## src/rtl/fetch_decode_queue.sv

```systemverilog
// DEPTH-entry FIFO of {instr, pc, pcplus} records between fetch and decode, with single-cycle flush.
// Optional macro FDQ_BYPASS_EN: an empty queue forwards the fetch record to decode combinationally.
module fetch_decode_queue #(
    parameter int DEPTH = 4,
    parameter int XLEN  = 32
) (
    input  logic                       clk_i,
    input  logic                       rst_i,
    input  logic                       ftch_valid_i,
    input  logic [XLEN-1:0]            ftch_instr_i,
    input  logic [XLEN-1:0]            ftch_pc_i,
    input  logic [XLEN-1:0]            ftch_pcplus_i,
    output logic                       ftch_ready_o,
    output logic                       decode_valid_o,
    output logic [XLEN-1:0]            decode_instr_o,
    output logic [XLEN-1:0]            decode_pc_o,
    output logic [XLEN-1:0]            decode_pcplus_o,
    input  logic                       decode_ready_i,
    input  logic                       flush_i,
    output logic [$clog2(DEPTH+1)-1:0] count_o
);

    localparam int PW = (DEPTH > 1) ? $clog2(DEPTH) : 1;
    localparam int CW = $clog2(DEPTH+1);
    localparam logic [CW-1:0]   FULL_CNT = CW'(DEPTH);
    localparam logic [XLEN-1:0] NOP      = XLEN'(32'h0000_0013);

    logic [XLEN-1:0] instr_mem  [DEPTH];
    logic [XLEN-1:0] pc_mem     [DEPTH];
    logic [XLEN-1:0] pcplus_mem [DEPTH];

    logic [PW-1:0] wr_ptr;
    logic [PW-1:0] rd_ptr;
    logic [CW-1:0] count_q;

    logic q_nonempty;
    logic push;
    logic push_wr;
    logic pop_q;

    assign q_nonempty   = (count_q != '0);
    assign ftch_ready_o = (count_q != FULL_CNT);
    assign count_o      = count_q;
    assign push         = ftch_valid_i && ftch_ready_o && !flush_i;
    assign pop_q        = q_nonempty && decode_ready_i && !flush_i;

`ifdef FDQ_BYPASS_EN
    logic bypass_hit;
    assign bypass_hit = !q_nonempty && ftch_valid_i && !flush_i;
    // A bypassed record that decode takes immediately never occupies an entry.
    assign push_wr    = push && !(bypass_hit && decode_ready_i);
`else
    assign push_wr    = push;
`endif

    // Record storage: data only, never reset.
    always_ff @(posedge clk_i) begin
        if (push_wr) begin
            instr_mem[wr_ptr]  <= ftch_instr_i;
            pc_mem[wr_ptr]     <= ftch_pc_i;
            pcplus_mem[wr_ptr] <= ftch_pcplus_i;
        end
    end

    // Control state: pointers and occupancy, flush wins over push/pop.
    always_ff @(posedge clk_i or posedge rst_i) begin
        if (rst_i) begin
            wr_ptr  <= '0;
            rd_ptr  <= '0;
            count_q <= '0;
        end else if (flush_i) begin
            wr_ptr  <= '0;
            rd_ptr  <= '0;
            count_q <= '0;
        end else begin
            if (push_wr) wr_ptr <= wr_ptr + PW'(1);
            if (pop_q)   rd_ptr <= rd_ptr + PW'(1);
            case ({push_wr, pop_q})
                2'b10:   count_q <= count_q + CW'(1);
                2'b01:   count_q <= count_q - CW'(1);
                default: count_q <= count_q;
            endcase
        end
    end

    // Head presentation, masked to NOP/0/0 whenever nothing valid is offered.
    always_comb begin
        decode_valid_o  = 1'b0;
        decode_instr_o  = NOP;
        decode_pc_o     = '0;
        decode_pcplus_o = '0;
`ifdef FDQ_BYPASS_EN
        if (bypass_hit) begin
            decode_valid_o  = 1'b1;
            decode_instr_o  = ftch_instr_i;
            decode_pc_o     = ftch_pc_i;
            decode_pcplus_o = ftch_pcplus_i;
        end else if (q_nonempty && !flush_i) begin
`else
        if (q_nonempty && !flush_i) begin
`endif
            decode_valid_o  = 1'b1;
            decode_instr_o  = instr_mem[rd_ptr];
            decode_pc_o     = pc_mem[rd_ptr];
            decode_pcplus_o = pcplus_mem[rd_ptr];
        end
    end

endmodule

```

## config.mk

```make
export PLATFORM = sky130hd
export DESIGN_NAME = fetch_decode_queue
export DESIGN_NICKNAME = d
export VERILOG_FILES = /design/src/rtl/fetch_decode_queue.sv
export SDC_FILE = /design/constraint.sdc
export NUM_CORES = 1
export LEC_CHECK = 0
export CORE_ASPECT_RATIO = 0.6
export CORE_MARGIN = 5
export CORE_UTILIZATION = 49
export DETAILED_ROUTE_END_ITERATION = 10
export PLACE_DENSITY_LB_ADDON = 0.05
export SYNTH_ARGS = -nofsm -noshare
export SYNTH_HDL_FRONTEND = slang
export SYNTH_SLANG_ARGS = --single-unit
```

## constraint.sdc

```tcl
create_clock -name clk_i -period 3.74 [get_ports clk_i]
set_input_delay 1.122 -clock clk_i [delete_from_list [all_inputs] [get_ports clk_i]]
set_output_delay 1.122 -clock clk_i [all_outputs]
set_load 0.02 [all_outputs]
```

# Yosys cells after proc, flatten, opt, wreduce, memory -nomap -nowiden
# Memories as Yosys holds them, arrays and structs flattened.
# Index checks and enable logic that the tools add are counted.
# totals
n_memories	3
inputBits	101
output_inout_bits	101
elab_cells	35
ff_bits	7
mem_bits_rw	384
# op_classes
n_reduce_logical	10
n_addsub	4
eq_ne	3
mux	12
# mem_list
name	words	word_bits	read_ports	rd_clocked_by_memory_dff	wr	line_no	text
instr_mem	4	32	1	0	1	28	logic [XLEN-1:0] instr_mem [DEPTH];
pc_mem	4	32	1	0	1	29	logic [XLEN-1:0] pc_mem [DEPTH];
pcplus_mem	4	32	1	0	1	30	logic [XLEN-1:0] pcplus_mem [DEPTH];
# ops
cell	count
$mux W32	3
$mux W2	4
$pmux W3 S2	1
$reduce_bool A3 Y1	2
$logic_and A1 B1 Y1	5
$add A2 B1 Y2 const B	2
$reduce_bool A2 Y1	2
$add A3 B1 Y3 const B	1
$mux W1	3
$mux W3	1
$ne A3 B3 Y1 const B	1
$sub A3 B1 Y3 const B	1
$eq A2 B1 Y1 const B	1
$eq A2 B2 Y1 const B	1
$logic_not A1 Y1	1

# Logic depth before layout (Yosys ltp)
# depth
word_depth	6
ltp_mapped	7
depth_no_buf	6

# Worst setup path before layout
# OpenSTA, ideal clock, no wires.
# synth_timing
kind	input-to-reg
from	in flush_i
to	mem instr_mem[0][0], enable pin
arrival_time_ns	3.873
required_ns	3.274
setup_slack_ns	-0.599
cell_stages	4
setup_ns	0.466
cell_sequence	clkbuf_1 > nand2b_1 > nor2_1 > and2_1
# synth_via
elab_chain_len	4
# synth_lines
element	line_no	text
start, declared	19	input logic flush_i,
$logic_not A1 Y1	44	assign push = ftch_valid_i && ftch_ready_o && !flush_i;
$logic_and A1 B1 Y1	44	
$mux W1	58	if (push_wr) begin
$mux W1 (not written as such)	59	instr_mem[wr_ptr] <= ftch_instr_i;
end, declared	28	
# Every way passes these cells.

# Worst setup path after layout
# layout_timing
from	in flush_i
to	out decode_instr_o[1]
# layout_via
elab_chain_len	3
# layout_lines
element	line_no	text
$logic_not A1 Y1	100	if (q_nonempty && !flush_i) begin
$logic_and A1 B1 Y1	100	
$mux W32	100	
end, declared	15	output logic [XLEN-1:0] decode_instr_o,
# Every way passes these cells.

==> results.json <==
{
  "worstHoldPathType": "register to register",
  "wire_length_of_the_first_global_routing_pass_um": 47400,
  "synth-edff-count": 384,
  "slew_violations": 0,
  "asyncSetResetFlopFracSynth_pct": 1.790,
  "final_net_count": 1019,
  "crit_path_max_fanout": 16,
  "max_cap_viol_count": 0,
  "hold_buffers": 0,
  "clk_latency_ns": 0.53,
  "cts_buffers": 38,
  "worst_case_headroom_to_the_max_slew_limit_pct": 69.59,
  "worst_path_max_delay_cell": "sky130_fd_sc_hd__clkdlybuf4s50_1",
  "tritoncts": "yes",
  "drt_wl_total_um": 30290,
  "syn_inst": 678,
  "fin_crit_sh_pct": 98.41,
  "io_pins": 202,
  "synthesis.nets": 784,
  "hpwl_um": 18700,
  "overall_global_routing_usage_pct": 17.74,
  "vias_per_cell": 5.397,
  "hold_vio_cnt_final": 0,
  "cts.path.max_buffers": 3,
  "grt_max_degree": 55,
  "timing.setup.critical_path_class": "input pin to primary output",
  "detailed_place.area_um2": 17800,
  "clkSlewWorstSetupHoldPaths_ns": 0.06,
  "synthesis.area_um2": 15080,
  "dieWidth_um": 236.5,
  "outcome": "complete, no violations",
  "via_count": 7292,
  "cts_htree_levels": 2,
  "grt_antenna_before_repair": 2,
  "coreArea_um2": 30160,
  "first_global_vias": 7957,
  "crit_path_start_kind": "input pin",
  "post-route-drc-count": 0,
  "netlist-cell-type-count": 33,
  "fin_skew_ns": 0.01354,
  "n_antenna_cell": 0,
  "vdd_ir_drop_max_v": 0.0004440,
  "wl_per_cell_um": 22.42,
  "rsz0062_at_grt": "true",
  "setup_violations": 0,
  "gp_congestion": 0.7078,
  "initial_core_util_pct": 49.99,
  "detail-route-antenna-nets": 0,
  "critPathMaxStageDelay_ns": 0.43,
  "power_density_nw_per_um2": 603.1,
  "die-area_um2": 34500,
  "fin_area_um2": 18950,
  "row_count": 49,
  "static-leakage-power_nw": 6.319,
  "seq_area_frac_synth_pct": 77.63,
  "syn2layout_area_growth_pct": 25.65,
  "buffer_ports.inserted": 201,
  "synth_seq_cells": 391,
  "avgSynthCellArea_um2": 22.24,
  "grt.overflow.total": 0,
  "ys.warnings.count": 0,
  "drive_gt1_share_pct": 24.60,
  "synth_top_flop_cell": "sky130_fd_sc_hd__edfxtp_1",
  "worst-endpoint-required_ns": 2.62,
  "worstPathCellList": "clkdlybuf4s50_1, o21bai_4, buf_6, or2_1, dlygate4sd2_1",
  "mostFrequentLayoutCells": "384 x sky130_fd_sc_hd__edfxtp_1, 104 x sky130_fd_sc_hd__clkdlybuf4s50_1, 96 x sky130_fd_sc_hd__mux4_2, 77 x sky130_fd_sc_hd__nor2b_1, 57 x sky130_fd_sc_hd__dlygate4sd2_1",
  "finalWorstSetupSlack_ns": 0.05955,
  "root_driver": "sky130_fd_sc_hd__clkbuf_16",
  "cts.sink_count": 391,
  "setup-tns-final_ns": 0,
  "layout.cells.most_common": "sky130_fd_sc_hd__edfxtp_1",
  "max_clock_freq_ghz": 0.2717,
  "drt-initial-drc-count": 511,
  "layout_min_cycle_time_ns": 3.680,
  "arrival_ns": 2.56,
  "die-height_um": 145.9,
  "pre_cts_ws_ns": -0.4134,
  "critPathCaptureType": "primary output",
  "worstMarginPinSlew_ns": 0.4548,
  "drtPass1Iterations": 4
}
-- final timing paths --
check	from	end	slack, ns	cells past startpoint
max	flush_i	decode_instr_o[1]	0.06	5
min	wr_ptr[1]	wr_ptr[1]	0.62	2
max reg2reg	count_o[1]	count_o[1]	1.47	7
min reg2reg	wr_ptr[1]	wr_ptr[1]	0.62	2
max in group asynchronous	rst_i	rd_ptr[1]	2.62	2
min in group asynchronous	rst_i	rd_ptr[0]	0.85	2
-- critical path: cells and delay by family --
kind / cells / cell delay [ns]
buffers and inverters: 3 / 0.95
AO/OA/AOI/OAI: 1 / 0.25
AND/OR/NAND/NOR: 1 / 0.23
-- synthesized netlist by cell type, types with 2 or more instances --
cell type,n,area (um^2)
sky130_fd_sc_hd__edfxtp_1,384,11530
sky130_fd_sc_hd__o21ai_0,4,20.02
sky130_fd_sc_hd__mux4_2,96,2162
sky130_fd_sc_hd__inv_1,7,26.28
sky130_fd_sc_hd__and2_1,5,31.28
sky130_fd_sc_hd__nand2b_1,4,25.02
sky130_fd_sc_hd__buf_2,17,85.08
sky130_fd_sc_hd__dfrtp_1,7,175.2
sky130_fd_sc_hd__a21oi_1,5,25.02
sky130_fd_sc_hd__or2_1,3,18.77
sky130_fd_sc_hd__buf_6,4,45.04
sky130_fd_sc_hd__xor2_1,2,17.52
sky130_fd_sc_hd__nor2_1,3,11.26
sky130_fd_sc_hd__nor2b_1,82,513.0
sky130_fd_sc_hd__nand3_1,5,25.02
sky130_fd_sc_hd__ha_1,4,50.05
sky130_fd_sc_hd__and2b_1,12,90.09
sky130_fd_sc_hd__nor3b_1,3,22.52
sky130_fd_sc_hd__clkbuf_1,17,63.81
-- timing repair --
item	4_1_cts	5_1_grt
resized for setup	123	56
setup endpoints to repair	97	39
pin swaps	0	0
setup buffers	6	0
cloned	0	0
-- layout make-up --
cell class                 count  area (um^2)
timing repair buffer         233         2243
fill                        2163        11220
inverter                       7        26.28
sequential                   391        11710
multi-input combinational    242         3181
clock inverter                24        227.7
clock buffer                  46         1045
tap                          408        510.5
-- report_power, final --
group	internal, W	switching, W
sequential	0.00501	0.0000660
clock	0.00228	0.00157
combinational	0.00124	0.00127
-- per-stage QoR --
stage / instances / power, W / hold WS, ns / utilization [%]
2_1_floorplan: 678 / 0.006770 / 0.5573 / -
3_3_place_gp: 1275 / 0.007805 / 0.5701 / 59.00
3_5_place_dp: 1275 / 0.007843 / 0.6047 / 59.00
4_1_cts: 1351 / 0.01161 / 0.6155 / 63.12
5_1_grt: 1351 / 0.01195 / 0.6406 / 62.81
6_report: 1351 / 0.01143 / 0.6198 / 62.81
-- routing by layer --
metal | GRT usage (%) | wire length, um
met4 | 4.412 | 504
met2 | 28.96 | 15180
met1 | 24.70 | 12780
met3 | 4.129 | 1788
met5 | 0 | 27
-- flip-flops by register name, indices dropped and copies added, names as in the netlist --
name,flops
pc_mem,128
instr_mem,128
count_o,3
wr_ptr,2
rd_ptr,2
pcplus_mem,128
-- kinds of logic (layout without fill, tap and decap cells) --
group	Yosys count	in the layout	share of synthesized area, %
DFF	391	391	77.63
and+or+nand+nor	120	120	5.053
muxes	97	97	14.41
buffers and inverters	45	310	1.460
AOI/OAI and AO/OA	18	18	0.8630
adders and majority gates	5	5	0.4647
xor gates and xnor gates	2	2	0.1162
Note: power is estimated with default switching activity, not from simulation.
